`src/rtl/mul_pkg.sv`:
```
// mul_pkg
// Shared constants and types for the RV32M multiply sequencing controller.
// Contents:
//   F3_*       RV32M funct3 encodings handled by the sequencer
//   state_t    sequencer states (IDLE, STEP0..STEP3, DRAIN, DONE)
//   SHIFT_SEQ  lane shift select per rotation step (Gray order)
//   step_shift helper returning the shift select for a step index
package mul_pkg;

    localparam logic [2:0] F3_MUL    = 3'b000;
    localparam logic [2:0] F3_MULH   = 3'b001;
    localparam logic [2:0] F3_MULHSU = 3'b010;
    localparam logic [2:0] F3_MULHU  = 3'b011;

    typedef enum logic [2:0] {
        IDLE,
        STEP0,
        STEP1,
        STEP2,
        STEP3,
        DRAIN,
        DONE
    } state_t;

    localparam int SEQ_STEPS = 4;

    // Gray order keeps only one select bit toggling between steps.
    localparam logic [SEQ_STEPS-1:0][1:0] SHIFT_SEQ = {2'b10, 2'b11, 2'b01, 2'b00};

    function automatic logic [1:0] step_shift(input logic [1:0] step);
        return SHIFT_SEQ[step];
    endfunction

endpackage

```
`src/rtl/mul_seq_ctrl_if.sv`:
```
// mul_seq_ctrl_if
// Core-side request/response bundle of the multiply sequencer.
//   request : valid_i, ready_o, funct3_i, op_A_i, op_B_i, flush_i
//   response: valid_o, ready_i, result_o, illegal_o
// Modports:
//   master - the core (drives the request side and ready_i)
//   slave  - the sequencer (drives ready_o and the response side)
interface mul_seq_ctrl_if #(
    parameter int XLEN = 32
);
    logic            valid_i;
    logic            ready_o;
    logic [2:0]      funct3_i;
    logic [XLEN-1:0] op_A_i;
    logic [XLEN-1:0] op_B_i;
    logic            flush_i;
    logic            valid_o;
    logic            ready_i;
    logic [XLEN-1:0] result_o;
    logic            illegal_o;

    modport master (
        output valid_i, funct3_i, op_A_i, op_B_i, flush_i, ready_i,
        input  ready_o, valid_o, result_o, illegal_o
    );

    modport slave (
        input  valid_i, funct3_i, op_A_i, op_B_i, flush_i, ready_i,
        output ready_o, valid_o, result_o, illegal_o
    );

endinterface

```
`src/rtl/mul_op_decode.sv`:
```
// mul_op_decode
// Decodes an RV32M funct3 into the datapath operand qualifiers.
// Ports:
//   funct3   in  RV32M funct3
//   upper    out high half of the product is requested
//   signed_a out rs1 is treated as signed
//   signed_b out rs2 is treated as signed
//   illegal  out funct3[2]=1 (divide group, not handled here)
module mul_op_decode
    import mul_pkg::*;
(
    input  logic [2:0] funct3,
    output logic       upper,
    output logic       signed_a,
    output logic       signed_b,
    output logic       illegal
);

    always_comb begin
        upper    = (funct3 != F3_MUL);
        signed_a = (funct3 == F3_MULH) || (funct3 == F3_MULHSU);
        signed_b = (funct3 == F3_MULH);
        illegal  = funct3[2];
    end

endmodule

```
`src/rtl/mul_seq_ctrl.sv`:
```
// mul_seq_ctrl
// Sequencing controller for the RV32M 4-lane 8x8 multiplier datapath.
// Accepts one multiply from the core, walks the datapath through load,
// four rotate-and-accumulate steps and a pipeline drain, then presents
// the datapath result until the core takes it.
// Ports:
//   clk_i, rst_i        clock, synchronous active-high reset
//   core                mul_seq_ctrl_if.slave request/response bundle
//   result_i            datapath result
//   upper_o, signed_A_o, signed_B_o   operand qualifiers to the datapath
//   reg_A_en_o, reg_B_en_o, mux_B_sel_o, rol_en_o, en_pipe_o, AC_en_o
//                       datapath strobes
//   shift_amount_o      lane shift select
//   ac_clr_o            one-cycle accumulator clear
// Optional feature (macro MUL_FUSE_EN): a request repeating the operands
// of the last completed multiply skips the sequence and reuses the
// accumulator contents. Only XLEN=32 is supported.
module mul_seq_ctrl
    import mul_pkg::*;
#(
    parameter int XLEN    = 32,
    parameter int N_STEPS = XLEN / 8
) (
    input  logic            clk_i,
    input  logic            rst_i,
    mul_seq_ctrl_if.slave   core,
    input  logic [XLEN-1:0] result_i,
    output logic            upper_o,
    output logic            signed_A_o,
    output logic            signed_B_o,
    output logic            reg_A_en_o,
    output logic            reg_B_en_o,
    output logic            mux_B_sel_o,
    output logic            rol_en_o,
    output logic            en_pipe_o,
    output logic            AC_en_o,
    output logic [1:0]      shift_amount_o,
    output logic            ac_clr_o
);

    localparam logic [1:0] LAST_STEP = 2'(N_STEPS - 1);

    state_t     state;
    state_t     state_next;
    logic [1:0] step_idx;
    logic       accept;
    logic       fuse_hit;

    logic dec_upper;
    logic dec_signed_a;
    logic dec_signed_b;
    logic dec_illegal;

    logic upper_q;
    logic signed_a_q;
    logic signed_b_q;
    logic illegal_q;

    mul_op_decode u_decode (
        .funct3   (core.funct3_i),
        .upper    (dec_upper),
        .signed_a (dec_signed_a),
        .signed_b (dec_signed_b),
        .illegal  (dec_illegal)
    );

    // A flush in IDLE blocks acceptance, so it also drops ready.
    assign accept = (state == IDLE) && core.valid_i && !core.flush_i;

    // State register plus the qualifiers latched at accept; they are held
    // for the whole operation so the datapath sees a steady encoding.
    always_ff @(posedge clk_i) begin
        if (rst_i) begin
            state      <= IDLE;
            upper_q    <= 1'b0;
            signed_a_q <= 1'b0;
            signed_b_q <= 1'b0;
            illegal_q  <= 1'b0;
        end else begin
            state <= state_next;
            if (accept) begin
                upper_q    <= dec_upper;
                signed_a_q <= dec_signed_a;
                signed_b_q <= dec_signed_b;
                illegal_q  <= dec_illegal;
            end
        end
    end

    // Rotation step index of the current STEPk state.
    always_comb begin
        step_idx = 2'd0;
        case (state)
            STEP1:   step_idx = 2'd1;
            STEP2:   step_idx = 2'd2;
            STEP3:   step_idx = 2'd3;
            default: step_idx = 2'd0;
        endcase
    end

    // Next-state and output decode. A flush outside IDLE overrides
    // everything: outputs go quiet and the FSM returns to IDLE.
    always_comb begin
        state_next     = state;
        core.ready_o   = 1'b0;
        core.valid_o   = 1'b0;
        core.result_o  = '0;
        core.illegal_o = 1'b0;
        upper_o        = 1'b0;
        signed_A_o     = 1'b0;
        signed_B_o     = 1'b0;
        reg_A_en_o     = 1'b0;
        reg_B_en_o     = 1'b0;
        mux_B_sel_o    = 1'b0;
        rol_en_o       = 1'b0;
        en_pipe_o      = 1'b0;
        AC_en_o        = 1'b0;
        shift_amount_o = 2'b00;
        ac_clr_o       = 1'b0;

        case (state)
            IDLE: begin
                core.ready_o = !core.flush_i;
                if (accept) begin
                    upper_o    = dec_upper;
                    signed_A_o = dec_signed_a;
                    signed_B_o = dec_signed_b;
                    if (dec_illegal) begin
                        state_next = DONE;
                    end else if (fuse_hit) begin
                        // Accumulator already holds this product; only the
                        // A-side qualifiers need refreshing.
                        reg_A_en_o = 1'b1;
                        state_next = DONE;
                    end else begin
                        reg_A_en_o = 1'b1;
                        reg_B_en_o = 1'b1;
                        ac_clr_o   = 1'b1;
                        state_next = STEP0;
                    end
                end
            end

            STEP0, STEP1, STEP2, STEP3: begin
                upper_o        = upper_q;
                signed_A_o     = signed_a_q;
                signed_B_o     = signed_b_q;
                en_pipe_o      = 1'b1;
                AC_en_o        = 1'b1;
                shift_amount_o = step_shift(step_idx);
                // Rotate B for the following step; the last step keeps it.
                if (step_idx != LAST_STEP) begin
                    reg_B_en_o  = 1'b1;
                    mux_B_sel_o = 1'b1;
                    rol_en_o    = 1'b1;
                end
                state_next = (state == STEP0) ? STEP1 :
                             (state == STEP1) ? STEP2 :
                             (state == STEP2) ? STEP3 : DRAIN;
            end

            DRAIN: begin
                upper_o    = upper_q;
                signed_A_o = signed_a_q;
                signed_B_o = signed_b_q;
                en_pipe_o  = 1'b1;
                state_next = DONE;
            end

            DONE: begin
                upper_o        = upper_q;
                signed_A_o     = signed_a_q;
                signed_B_o     = signed_b_q;
                core.valid_o   = 1'b1;
                core.illegal_o = illegal_q;
                core.result_o  = illegal_q ? '0 : result_i;
                if (core.ready_i) begin
                    state_next = IDLE;
                end
            end

            default: state_next = IDLE;
        endcase

        if ((state != IDLE) && core.flush_i) begin
            state_next     = IDLE;
            core.valid_o   = 1'b0;
            core.result_o  = '0;
            core.illegal_o = 1'b0;
            upper_o        = 1'b0;
            signed_A_o     = 1'b0;
            signed_B_o     = 1'b0;
            reg_A_en_o     = 1'b0;
            reg_B_en_o     = 1'b0;
            mux_B_sel_o    = 1'b0;
            rol_en_o       = 1'b0;
            en_pipe_o      = 1'b0;
            AC_en_o        = 1'b0;
            shift_amount_o = 2'b00;
            ac_clr_o       = 1'b0;
        end
    end

`ifdef MUL_FUSE_EN
    logic [XLEN-1:0] last_a;
    logic [XLEN-1:0] last_b;
    logic            last_signed_a;
    logic            last_signed_b;
    logic            last_valid;

    // MUL only needs the low half, which does not depend on signedness.
    always_comb begin
        fuse_hit = last_valid
                && (core.op_A_i == last_a)
                && (core.op_B_i == last_b)
                && ((core.funct3_i == F3_MUL)
                    || ((dec_signed_a == last_signed_a)
                        && (dec_signed_b == last_signed_b)));
    end

    // Operands are captured when a full sequence starts, but only become
    // reusable once that sequence has been handed over to the core.
    always_ff @(posedge clk_i) begin
        if (rst_i) begin
            last_valid    <= 1'b0;
            last_a        <= '0;
            last_b        <= '0;
            last_signed_a <= 1'b0;
            last_signed_b <= 1'b0;
        end else if (core.flush_i) begin
            last_valid <= 1'b0;
        end else if (accept && dec_illegal) begin
            last_valid <= 1'b0;
        end else if (accept && !fuse_hit) begin
            last_valid    <= 1'b0;
            last_a        <= core.op_A_i;
            last_b        <= core.op_B_i;
            last_signed_a <= dec_signed_a;
            last_signed_b <= dec_signed_b;
        end else if ((state == DONE) && core.ready_i && !illegal_q) begin
            last_valid <= 1'b1;
        end
    end
`else
    logic [2*XLEN-1:0] unused_ops;

    assign fuse_hit   = 1'b0;
    assign unused_ops = {core.op_A_i, core.op_B_i};
`endif

endmodule

```
`src/flat_wrapper.sv`:
```
// flat-port wrapper written by rule: the top's interface ports become plain ports
module mul_seq_ctrl_flat import mul_pkg::*;
#(
    parameter int XLEN    = 32,
    parameter int N_STEPS = XLEN / 8
)
  (clk_i, rst_i, result_i, upper_o, signed_A_o, signed_B_o, reg_A_en_o, reg_B_en_o, mux_B_sel_o, rol_en_o, en_pipe_o, AC_en_o, shift_amount_o, ac_clr_o, core_valid_i, core_funct3_i, core_op_A_i, core_op_B_i, core_flush_i, core_ready_i, core_ready_o, core_valid_o, core_result_o, core_illegal_o);
  mul_seq_ctrl_if #(.XLEN(XLEN)) core_i ();
  input  logic clk_i;
  input  logic rst_i;
  input  logic [XLEN-1:0] result_i;
  output logic upper_o;
  output logic signed_A_o;
  output logic signed_B_o;
  output logic reg_A_en_o;
  output logic reg_B_en_o;
  output logic mux_B_sel_o;
  output logic rol_en_o;
  output logic en_pipe_o;
  output logic AC_en_o;
  output logic [1:0] shift_amount_o;
  output logic ac_clr_o;
  input wire logic [$bits(core_i.valid_i)-1:0] core_valid_i;
  input wire logic [$bits(core_i.funct3_i)-1:0] core_funct3_i;
  input wire logic [$bits(core_i.op_A_i)-1:0] core_op_A_i;
  input wire logic [$bits(core_i.op_B_i)-1:0] core_op_B_i;
  input wire logic [$bits(core_i.flush_i)-1:0] core_flush_i;
  input wire logic [$bits(core_i.ready_i)-1:0] core_ready_i;
  output wire logic [$bits(core_i.ready_o)-1:0] core_ready_o;
  output wire logic [$bits(core_i.valid_o)-1:0] core_valid_o;
  output wire logic [$bits(core_i.result_o)-1:0] core_result_o;
  output wire logic [$bits(core_i.illegal_o)-1:0] core_illegal_o;
  assign core_i.valid_i = core_valid_i;
  assign core_i.funct3_i = core_funct3_i;
  assign core_i.op_A_i = core_op_A_i;
  assign core_i.op_B_i = core_op_B_i;
  assign core_i.flush_i = core_flush_i;
  assign core_i.ready_i = core_ready_i;
  assign core_ready_o = core_i.ready_o;
  assign core_valid_o = core_i.valid_o;
  assign core_result_o = core_i.result_o;
  assign core_illegal_o = core_i.illegal_o;
  mul_seq_ctrl #(.XLEN(XLEN), .N_STEPS(N_STEPS)) u_core (.clk_i(clk_i), .rst_i(rst_i), .core(core_i), .result_i(result_i), .upper_o(upper_o), .signed_A_o(signed_A_o), .signed_B_o(signed_B_o), .reg_A_en_o(reg_A_en_o), .reg_B_en_o(reg_B_en_o), .mux_B_sel_o(mux_B_sel_o), .rol_en_o(rol_en_o), .en_pipe_o(en_pipe_o), .AC_en_o(AC_en_o), .shift_amount_o(shift_amount_o), .ac_clr_o(ac_clr_o));
endmodule
```
`config.mk`:
```
export PLATFORM = sky130hd
export DESIGN_NAME = mul_seq_ctrl_flat
export DESIGN_NICKNAME = d
export VERILOG_FILES = /design/src/rtl/mul_pkg.sv /design/src/rtl/mul_seq_ctrl_if.sv /design/src/rtl/mul_op_decode.sv /design/src/rtl/mul_seq_ctrl.sv /design/src/flat_wrapper.sv
export SDC_FILE = /design/constraint.sdc
export NUM_CORES = 1
export LEC_CHECK = 0
export CORE_AREA = 8 8 52 54
export DETAILED_ROUTE_END_ITERATION = 10
export DIE_AREA = 0 0 60 62
export DONT_BUFFER_PORTS = 1
export HOLD_SLACK_MARGIN = 0.12
export PLACE_DENSITY_LB_ADDON = 0.3
export SLEW_MARGIN = 20
export SYNTH_ARGS = -nofsm -noshare
export SYNTH_HDL_FRONTEND = slang
export SYNTH_HIERARCHICAL = 1
export SYNTH_SLANG_ARGS = --single-unit
```
`constraint.sdc`:
```
create_clock -name clk_i -period 2.4 [get_ports clk_i]
set_input_delay 0.12 -clock clk_i [delete_from_list [all_inputs] [get_ports clk_i]]
set_output_delay 0.12 -clock clk_i [all_outputs]
set_load 0.05 [all_outputs]
```
Yosys cells after proc, flatten, opt, wreduce, memory -nomap -nowiden
Index checks and enable logic that the tools add are counted.

Input bits: 104. Flip-flop bits (word level): 7. Output and inout port bits: 47. Word-level logic and storage cells: 72.

Reductions and logical operators: 13. Muxes and demuxes: 42. Equality and inequality tests: 11. $lt $le $gt $ge: 1.

Operators with widths (count): 2-to-1 mux 32 bit (3); 2-to-1 mux 1 bit (24); 2-to-1 mux 3 bit (5); one-hot mux 3 bit (4 select lines) (1); == test 3 x 2 -> 1 bit (second input constant) (3); == test 3 bit (second input constant) (3); one-hot mux 1 bit (2 select lines) (4); == test 3 x 1 -> 1 bit (second input constant) (2); 2-to-1 mux 2 bit (3); one-hot mux 2 bit (3 select lines) (1); nonzero test 3 bit (2); OR reduction 6 bit (1); OR reduction 5 bit (1); binary-select mux 2 bit (select 2 bit) (1); inequality test 2 bit (second input constant) (2); OR reduction 4 bit (1); logical AND 1 bit (3); logical NOT 3 bit (1); < comparator 2 x 3 -> 1 bit (second input constant) (1); inequality test 2 x 1 -> 1 bit (second input constant) (1); AND reduction 2 bit (1); OR reduction 2 bit (1); logical NOT 1 bit (1); logical OR 1 bit (1).

Longest topological paths before layout
Gate-level depths: netlist (run 1).

Word-level depth: 6. Depth in mapped cells: 5. Gate-level depth less buffers: 4.

By module
The synthesis (run 1) kept the hierarchy.

By module, submodules not included: mul_seq_ctrl (instances 1, seq. area each 140.1 µm², cells an instance 111, area an instance 739.5 µm²); mul_op_decode (instances 1, seq. area each 0.0 µm², cells an instance 5, area an instance 33.8 µm²).

Worst setup path after synthesis (run 1)
No wires, ideal clock.

Kind: flip-flop to output port. From: register u_core.state[0]. To: output port reg_A_en_o. Cell stages (with the launch flop): 5. Path buffers: 1. Data required time: 2.280 ns. Setup slack: -0.081 ns. Data arrival time: 2.361 ns. Cells stage by stage: dfxtp_1 -> nor4_4 -> nand2_1 -> nor2_1 -> buf_4.

Word-level cells in the longest chain between the ends: 6. Elaborated cells between the ends (all ways): 8. Those cells by class: mux (3); reduce/logical (5).

RTL lines: start, declared (line mul_seq_ctrl.sv:43) `state_t state;`; start signal, assigned (line mul_seq_ctrl.sv:80) `state <= state_next;`; logical NOT 3 bit; logical AND 1 bit (2 in series) (line mul_seq_ctrl.sv:68) `assign accept = (state == IDLE) && core.valid_i && !core.flush_i;`; 2-to-1 mux 1 bit (2 in series); 2-to-1 mux 1 bit *; end, declared (line flat_wrapper.sv:15) `output logic reg_A_en_o;`.

Every way passes the cells marked *; elsewhere a longest branch is shown, timed or not.

Worst setup path after layout (run 1)
From: register u_core.state[2]. To: output port upper_o.

Word-level cells in the longest chain between the ends: 6. Elaborated cells between the ends (all ways): 15. Those cells by class: eq/ne (6); mux (3); reduce/logical (6).

RTL lines: logical NOT 3 bit (line mul_seq_ctrl.sv:68, mul_seq_ctrl.sv:121); logical AND 1 bit (2 in series) (line mul_seq_ctrl.sv:68); 2-to-1 mux 1 bit (line mul_seq_ctrl.sv:124) `if (accept) begin`; one-hot mux 1 bit (2 select lines) (line mul_seq_ctrl.sv:121) `case (state)`; 2-to-1 mux 1 bit * (line mul_seq_ctrl.sv:185) `if ((state != IDLE) && core.flush_i) begin`; end, declared (line flat_wrapper.sv:12) `output logic upper_o;`.

Marked as above.

==> results of run 1 <==
-- sequential cells by signal (all words and copies together) (netlist names) --
register	cells
u_core/state	3
u_core/upper_q	1
u_core/signed_a_q	1
u_core/signed_b_q	1
u_core/illegal_q	1
-- final cells by class --
type | instances | area, µm² | share of cell area
multi-input cells | 98 | 591 | 0.491
repair buffers | 50 | 408 | 0.339
flip-flops and latches | 7 | 140 | 0.117
well taps | 27 | 33.8 | 0.0281
clock buffers | 4 | 26.3 | 0.0219
inverters | 1 | 3.75 | 0.00312
-- cells by family (layout without fill, tap and decap cells) --
logic type             Yosys count  after routing
flip-flops                       7              7
AND/OR/NAND/NOR                 76             76
buffers and inverters           11             55
AO/OA/AOI/OAI                   20             20
XOR/XNOR                         2              2
-- power breakdown --
group / internal [W] / total, W / switching, W / leakage, nW
clock network: 0.0000635 / 0.000108 / 0.0000445 / 0.0150
logic: 0.0000640 / 0.000187 / 0.000123 / 0.497
registers: 0.000124 / 0.000144 / 0.0000203 / 0.0571
total: 0.000251 / 0.000439 / 0.000188 / 0.569
-- through the flow --
stage,hold slack (ns),cells
after floorplan,0.189,116
after global placement,0.190,178
after detailed placement,0.193,178
after CTS,0.127,187
after global routing,0.147,187
final,0.136,187
-- cell usage in the layout, fill, tap and decap left out --
cell type,count
nor4_4,2
and2_1,36
nand2_2,1
clkbuf_4,3
a211o_1,1
nor2_2,1
clkbuf_1,1
nor3_2,3
buf_4,43
or3_1,2
inv_1,1
dlygate4sd3_1,5
nand2_1,15
xnor2_1,2
buf_12,1
nand2b_1,1
and2_2,1
nand3b_1,1
o21bai_1,1
a21oi_1,10
and3_1,1
dfxtp_1,7
a31oi_1,1
nor3_1,2
buf_8,1
o21ai_0,6
nor2_1,7
a21o_1,1
nor3b_1,1
nor2b_1,2
-- metal layers --
layer	track usage	routed length, µm	part of all wire	up-vias
met1	0.163	1160	0.35	405
li1	-	-	-	465
met5	0	0	0	-
met4	0.0578	59	0.018	0
met2	0.274	1560	0.48	67
met3	0.0844	498	0.15	8
-- timing repair --
action / in CTS / in global routing
hold buffers: 5 / 0
buffers inserted: 0 / 0
hold endpoints to repair: 7 / 0
-- final timing paths --
path,start,endpoint,cells past startpoint
worst max-delay path,u_core/state[2]$_SDFFE_PP0P_,upper_o,5
worst min-delay path,core_flush_i,u_core/state[0]$_SDFFE_PP0P_,2
worst min register to register,u_core/signed_a_q$_SDFFE_PP0N_,u_core/signed_a_q$_SDFFE_PP0N_,2
worst max register to register,u_core/state[0]$_SDFFE_PP0P_,u_core/illegal_q$_SDFFE_PP0N_,5
-- synth_stat cells --
library cell	count
inv_1	1
buf_4	3
nand3b_1	1
dfxtp_1	7
nor3b_1	1
clkbuf_1	1
nand2_2	1
nand2_1	15
and2_1	36
clkbuf_2	3
a211o_1	1
o21ai_0	6
nor2_1	8
and3_1	1
buf_2	3
xnor2_1	2
a21oi_1	10
a31oi_1	1
nand2b_1	1
nor2b_1	2
a21o_1	1
nor4_4	2
o21bai_1	1
and2_2	1
or3_1	2
nor3_1	5
==> impl_metrics.json, run 1 <==
{
  "status": "finished clean",
  "p_leak_nw": 0.569,
  "nets": 265,
  "cp_slowest_stage_delay_ns": 0.66,
  "wire_per_inst_um": 17.5,
  "fill_cells": 169,
  "yosys.area_share.simple": 0.576,
  "root_buffer": "clkbuf_4",
  "firstDrtPassIters": 4,
  "slew_headroom": 0.633,
  "arrival_ns": 1.91,
  "clk_latency_ns": 0.25,
  "ys_warn_count": 6,
  "synth-seq-cells": 7,
  "slew_violations": 0,
  "cts_buffer_depth": 2,
  "via_per_inst": 5.05,
  "synth_area_um2": 773,
  "h-tree-depth": 1,
  "syn_nets": 220,
  "synth_top_family_by_area": "simple AND/OR/NAND/NOR gates",
  "crit_required_ns": 2.28,
  "clk_pin_slew_ns": 0.05,
  "hpwl_mm": 2.71,
  "synth_top_area_cell": "and2_1",
  "place.gp.congestion": 0.736,
  "synth_mux_area_frac": 0,
  "ios": 151,
  "fp.dieH_um": 62,
  "synth-seq-area-share": 0.181,
  "grt_max_degree": 33,
  "cts_resized": 0,
  "critPathTopFamily": "flip-flops",
  "rsz0062_at_grt": "no",
  "cap_violations": 0,
  "synthTopCellsByArea": "and2_1 29%, dfxtp_1 18%, nand2_1 7.3%",
  "startpoint_type": "flop",
  "pwr_density_cell_nw_per_um2": 365,
  "synth_xor_area_frac": 0.0227,
  "synthCells": 116,
  "crit_slowest_cell": "dfxtp_1",
  "path_cells": "nor3_1 -> a21oi_1 -> nand2_1 -> a21oi_1 -> buf_4",
  "antenna_cells": 0,
  "synthAdderAreaFrac": 0,
  "finalInstanceArea_um2": 1200,
  "grt_pass1_vias": 937,
  "drc_errors": 0,
  "gr-total-overflow": 0,
  "routed_wl_mm": 3.28,
  "numCtsBuffers": 3,
  "drtIter0Drc": 21,
  "finClkSkew_ns": 0.00443,
  "end_kind": "primary output",
  "place_worst_setup_slack_ns": 0.675,
  "finalSetupViolCount": 0,
  "initial_core_util": 0.407,
  "tns_ns": 0,
  "layout-drive-gt1-share": 0.350,
  "cts.sinks": 7,
  "port-buffer-count": 0,
  "synth_compound_area_frac": 0.142,
  "finalPower_w": 0.000439,
  "rows": 16,
  "syn2layout_area_growth_pct": 55.5,
  "grt_pass1_wl_mm": 4.61,
  "placed_area_um2": 1130,
  "num_vias": 945,
  "tightest_slew_ns": 0.550,
  "synth_top_area_share": 0.291,
  "ff2ff_setup_slack_ns": 0.52,
  "fin_crit_sh": 0.845,
  "hp-class": "primary input to flop",
  "core_area_um2": 1900,
  "ir_drop_v": 0.000281,
  "min_period_ns": 2.03,
  "die_x_um": 60,
  "drtAntennaViolNets": 0,
  "final_util": 0.632,
  "path_buf_inv": 1,
  "max_freq_mhz": 493,
  "synth_cell_types": 26,
  "cts_tree": "yes",
  "globalRouteTotalUtil": 0.160,
  "critPathKind": "flop to primary output",
  "die-area_um2": 3720,
  "finalHoldViolCount": 0,
  "antenna_found_initial": 0,
  "cp_common_cell": "a21oi_1",
  "postLayoutSetupSlackWorst_ns": 0.371,
  "path_max_fanout": 15,
  "avgSynthCellArea_um2": 6.67
}
Note: power is estimated with default switching activity, not from simulation.
==> run 2: changes to the inputs <==
Clock period 2.4 ns to 2 ns, I/O delays scaled along.
==> impl_metrics.json, run 2 (same netlist as run 1, synthesis figures left out) <==
{
  "grt_max_degree": 33,
  "final_cell_count_no_fill": 187,
  "gr-total-overflow": 0,
  "antenna_cells": 0,
  "r2r-end": "u_core/signed_a_q$_SDFFE_PP0N_",
  "startpoint_type": "flop",
  "path_cells": "nor3_1 -> a21oi_1 -> nand2_1 -> a21oi_4 -> buf_12",
  "firstDrtPassIters": 5,
  "largest_reg_flops": 3,
  "cp-startpoint": "u_core/state[0]$_SDFFE_PP0P_",
  "via_per_inst": 5.93,
  "place.gp.congestion": 0.878,
  "crit_required_ns": 1.90,
  "final_common_cell": "buf_12",
  "pwr_density_cell_nw_per_um2": 339,
  "slew_violations": 0,
  "finalSetupViolCount": 0,
  "place_inst": 177,
  "numCtsBuffers": 3,
  "fp.dieH_um": 62,
  "cts.sinks": 7,
  "initial_core_util": 0.407,
  "core_area_um2": 1900,
  "arrival_ns": 1.81,
  "ir_drop_v": 0.000513,
  "routed_wl_mm": 4.45,
  "end_kind": "primary output",
  "finalPower_w": 0.000573,
  "hp-class": "primary input to flop",
  "ff2ff_path_depth": 5,
  "clk_latency_ns": 0.25,
  "fin_crit_sh": 0.955,
  "r2r-start": "u_core/state[2]$_SDFFE_PP0P_",
  "tightest_slew_ns": 0.508,
  "nets": 265,
  "drc_errors": 0,
  "grt_pass1_wl_mm": 6.27,
  "timing.critical_path.to": "upper_o",
  "critPathKind": "flop to primary output",
  "max_freq_mhz": 524,
  "critPathTopFamily": "flip-flops",
  "clk_pin_slew_ns": 0.06,
  "hpwl_mm": 3.69,
  "slew_headroom": 0.659,
  "antenna_found_initial": 0,
  "hold_depth": 3,
  "cp_slowest_stage_delay_ns": 0.52,
  "grt_pass1_vias": 1098,
  "die-area_um2": 3720,
  "ff2ff_setup_slack_ns": 0.12,
  "globalRouteTotalUtil": 0.242,
  "h-tree-depth": 1,
  "finalHoldViolCount": 0,
  "num_vias": 1108,
  "layout-drive-gt1-share": 0.388,
  "min_period_ns": 1.91,
  "ios": 151,
  "cts_buffer_depth": 2,
  "finClkSkew_ns": 0.00137,
  "path_max_fanout": 13,
  "largest-register": "u_core/state",
  "path_buf_inv": 1,
  "p_leak_nw": 0.664,
  "die_x_um": 60,
  "syn2layout_area_growth_pct": 119,
  "cap_violations": 0,
  "cts_tree": "yes",
  "drtIter0Drc": 99,
  "root_buffer": "clkbuf_4",
  "rows": 16,
  "crit_slowest_cell": "dfxtp_2",
  "port-buffer-count": 0,
  "status": "finished clean",
  "cts_setup_buffers": 0,
  "drtAntennaViolNets": 0,
  "cp.depth": 5,
  "mostFrequentLayoutCells": "37 x buf_12, 36 x and2_1, 15 x nand2_1",
  "wire_per_inst_um": 23.8
}
run 2: cell count changes in the layout (fill, tap and decap cells not counted), moves of 2 or more:
cell / change
a21oi_1: -4
a21oi_2: +2
a21oi_4: +2
buf_12: +36
buf_4: -36
dfxtp_1: -3
dfxtp_2: +2
run 2: layout make-up:
type | count | area (µm²)
Timing Repair Buffer | 50 | 853
Multi-Input combinational cell | 98 | 628
Fill cell | 72 | 210
Sequential cell | 7 | 146
Tap cell | 27 | 33.8
Clock buffer | 4 | 26.3
Inverter | 1 | 3.75
run 2: report_power, final:
group          internal (W)  leakage, nW  switching (W)  total, W
clock             0.0000765       0.0150      0.0000578  0.000134
combinational     0.0000951        0.590       0.000167  0.000262
sequential         0.000149       0.0586      0.0000274  0.000177
run 2: repair_timing:
item,in CTS,in global routing
pin swaps,0,1
endpoints found under the setup margin,35,1
resized for setup,3,3
endpoints found under the hold margin,7,0
hold buffers,6,0
run 2: how the worst min path moves through the flow:
stage	start	endpoint	slack, ns
after floorplan	rst_i	u_core/illegal_q$_SDFFE_PP0N_	0.17
after global placement	rst_i	u_core/upper_q$_SDFFE_PP0N_	0.17
after detailed placement	rst_i	u_core/signed_a_q$_SDFFE_PP0N_	0.17
after CTS	core_valid_i	u_core/state[2]$_SDFFE_PP0P_	0.14
after global routing	core_valid_i	u_core/state[2]$_SDFFE_PP0P_	0.15
final	core_valid_i	u_core/illegal_q$_SDFFE_PP0N_	0.14
run 2: worst register-to-register path: cells and delay by family, from the launching register on:
family | cells | cell delay [ns]
simple gates | 3 | 0.67
compound gates | 1 | 0.19
flops | 1 | 0.41
buf+inv | 1 | 0.56
run 2: through the flow:
stage	util	instance area (µm²)	worst slack, ns	setup TNS (ns)	hold WS [ns]
6_report	0.889	1690	0.0906	0	0.138
5_1_grt	0.889	1690	-0.0146	-0.0146	0.150
4_1_cts	0.886	1680	0.128	0	0.136
3_5_place_dp	0.838	1590	0.196	0	0.172
3_3_place_gp	0.838	1590	0.268	0	0.171
2_1_floorplan	-	812	-0.205	-0.248	0.169
run 2: per-layer routing:
metal	GRT usage	wire length [µm]	vias up
met5	0	0	-
met4	0.0680	105	0
met3	0.119	879	17
met2	0.332	1650	153
met1	0.320	1820	473
li1	-	-	465
==> run 3: changes to the inputs <==
Settings changed: CORE_AREA 8 8 52 54 to not set, CORE_MARGIN set to 8, CORE_UTILIZATION set to 40, DIE_AREA 0 0 60 62 to not set.
==> impl_metrics.json, run 3 (same netlist as run 1, synthesis figures left out) <==
{
  "fin_crit_sh": 0.970,
  "crit_slowest_cell": "dlygate4sd3_1",
  "pwr_density_cell_nw_per_um2": 341,
  "critPathTopFamily": "buffers and inverters",
  "syn2layout_area_growth_pct": 118,
  "drtIter0Drc": 59,
  "path_cells": "dlygate4sd3_1 -> nor3b_1 -> dlygate4sd3_1 -> nand2_1 -> a21oi_2 -> buf_12",
  "finalPower_w": 0.000576,
  "ff2ff_path_depth": 5,
  "grt_pass1_vias": 1060,
  "rows": 16,
  "p_int_w": 0.000325,
  "end_kind": "primary output",
  "fp.dieH_um": 60.0,
  "p_sw_w": 0.000251,
  "r2r-end": "u_core/illegal_q$_SDFFE_PP0N_",
  "fin_hold_ws_ns": 0.166,
  "place.gp.congestion": 0.756,
  "ff_latch_area_um2": 144,
  "gr-total-overflow": 0,
  "multi_input_area_um2": 623,
  "r2r-start": "u_core/state[0]$_SDFFE_PP0P_",
  "antenna_cells": 0,
  "root_buffer": "clkbuf_4",
  "grt_max_degree": 17,
  "startpoint_type": "primary input",
  "hold_end": "u_core/signed_a_q$_SDFFE_PP0N_",
  "finalInstanceArea_um2": 1690,
  "globalRouteTotalUtil": 0.242,
  "arrival_ns": 1.84,
  "finalHoldViolCount": 0,
  "tightest_slew_ns": 0.531,
  "status": "finished clean",
  "slew_violations": 0,
  "cp_common_cell": "dlygate4sd3_1",
  "nets": 266,
  "crit_required_ns": 1.90,
  "port-buffer-count": 0,
  "critPathKind": "primary input to primary output",
  "ir_drop_v": 0.000406,
  "cts_setup_buffers": 0,
  "final_cell_count_no_fill": 188,
  "final_util": 0.898,
  "grt_pass1_wl_mm": 6.40,
  "cts_buffer_depth": 2,
  "numCtsBuffers": 3,
  "drc_errors": 0,
  "layout-drive-gt1-share": 0.391,
  "fill_cells": 99,
  "via_per_inst": 5.61,
  "largest_reg_flops": 3,
  "place_inst": 179,
  "wl_met2_mm": 2.34,
  "met1Wirelength_mm": 1.57,
  "routed_wl_mm": 4.51,
  "ios": 151,
  "cp_slowest_stage_delay_ns": 0.58,
  "combPwrFrac": 0.466,
  "hold_depth": 3,
  "route.met3.wl_um": 567,
  "cts_tree": "yes",
  "hpwl_mm": 3.36,
  "die-area_um2": 3600,
  "clk_pin_slew_ns": 0.05,
  "clockPowerShare": 0.230,
  "path_max_fanout": 3,
  "finalSetupViolCount": 0,
  "rsz0062_at_grt": "yes",
  "finClkSkew_ns": 0.00944,
  "min-delay-start": "core_funct3_i[2]",
  "max_freq_mhz": 515,
  "seqPwrFrac": 0.304,
  "wire_per_inst_um": 24.0,
  "ff2ff_setup_slack_ns": 0.19,
  "mostFrequentLayoutCells": "37 x buf_12, 36 x and2_1, 15 x nand2_1",
  "min_period_ns": 1.94,
  "final_common_cell": "buf_12",
  "path_buf_inv": 3,
  "cts.sinks": 7,
  "largest-register": "u_core/state",
  "p_leak_nw": 0.674,
  "p_sw_frac": 0.436,
  "top_layer_used": "met4",
  "placed_area_um2": 1610,
  "clk_latency_ns": 0.26,
  "antenna_found_initial": 0,
  "hp-class": "primary input to flop",
  "slew_headroom": 0.648,
  "core_area_um2": 1880,
  "die_x_um": 60.0,
  "cap_violations": 0,
  "h-tree-depth": 1,
  "firstDrtPassIters": 4,
  "drtAntennaViolNets": 0,
  "num_vias": 1055,
  "initial_core_util": 0.411
}
-- run 3: cell count changes in the layout (fill, tap and decap cells not counted), sizes merged --
cell	delta
buf	+2
dlygate4sd3	-1
-- run 3: worst max-delay path by stage --
stage | slack, ns | startpoint | to | cells past startpoint
global placement | 0.39 | u_core/state[2]$_SDFFE_PP0P_ | core_result_o[14] | 5
CTS | 0.01 | u_core/state[0]$_SDFFE_PP0P_ | signed_B_o | 5
floorplan | -0.20 | u_core/state[0]$_SDFFE_PP0P_ | reg_A_en_o | 4
detailed placement | 0.27 | u_core/state[2]$_SDFFE_PP0P_ | core_result_o[25] | 5
finish | 0.06 | core_funct3_i[1] | signed_B_o | 6
global route | -0.02 | core_funct3_i[1] | signed_B_o | 6
-- run 3: layer usage --
metal | up-vias | GRT usage
met3 | 4 | 0.118
li1 | 466 | -
met5 | - | 0
met4 | 0 | 0.0544
met2 | 83 | 0.428
met1 | 502 | 0.250
-- run 3: worst reg2reg max path, cell delays in order, from the launching register on --
cell           delay [ns]
dfxtp_2              0.41
nor4_4               0.34
nand2_1              0.21
nand2_1              0.12
a21oi_1              0.07
dlygate4sd3_1        0.56
-- run 3: area by class of cell --
class,instances,area share
timing repair buffer,51,0.508
inverter,1,0.00222
tap,27,0.0200
sequential,7,0.0852
multi-input combinational,98,0.369
clock buffer,4,0.0156
-- run 3: timing repair --
item                                   4_1_cts  5_1_grt
gates resized for setup                      1        2
hold buffers                                 5        0
setup endpoints to repair                    2       36
endpoints found under the hold margin        7        0
-- run 3: through the flow --
| stage | setup slack, ns | setup TNS [ns] |
|---|---|---|
| floorplan | -0.205 | -0.248 |
| global placement | 0.392 | 0 |
| detailed placement | 0.271 | 0 |
| CTS | 0.0117 | 0 |
| global route | -0.0225 | -0.0225 |
| finish | 0.0597 | 0 |
-- run 3: power by group through the flow --
| stage | sequential, W | clock (W) | combinational (W) |
|---|---|---|---|
| final | 0.000175 | 0.000132 | 0.000268 |
| after global routing | 0.000177 | 0.000148 | 0.000278 |
| after floorplan | 0.000162 | 0 | 0.000190 |
| after global placement | 0.000174 | 0 | 0.000243 |
| after detailed placement | 0.000176 | 0 | 0.000249 |
| after CTS | 0.000173 | 0.000136 | 0.000261 |
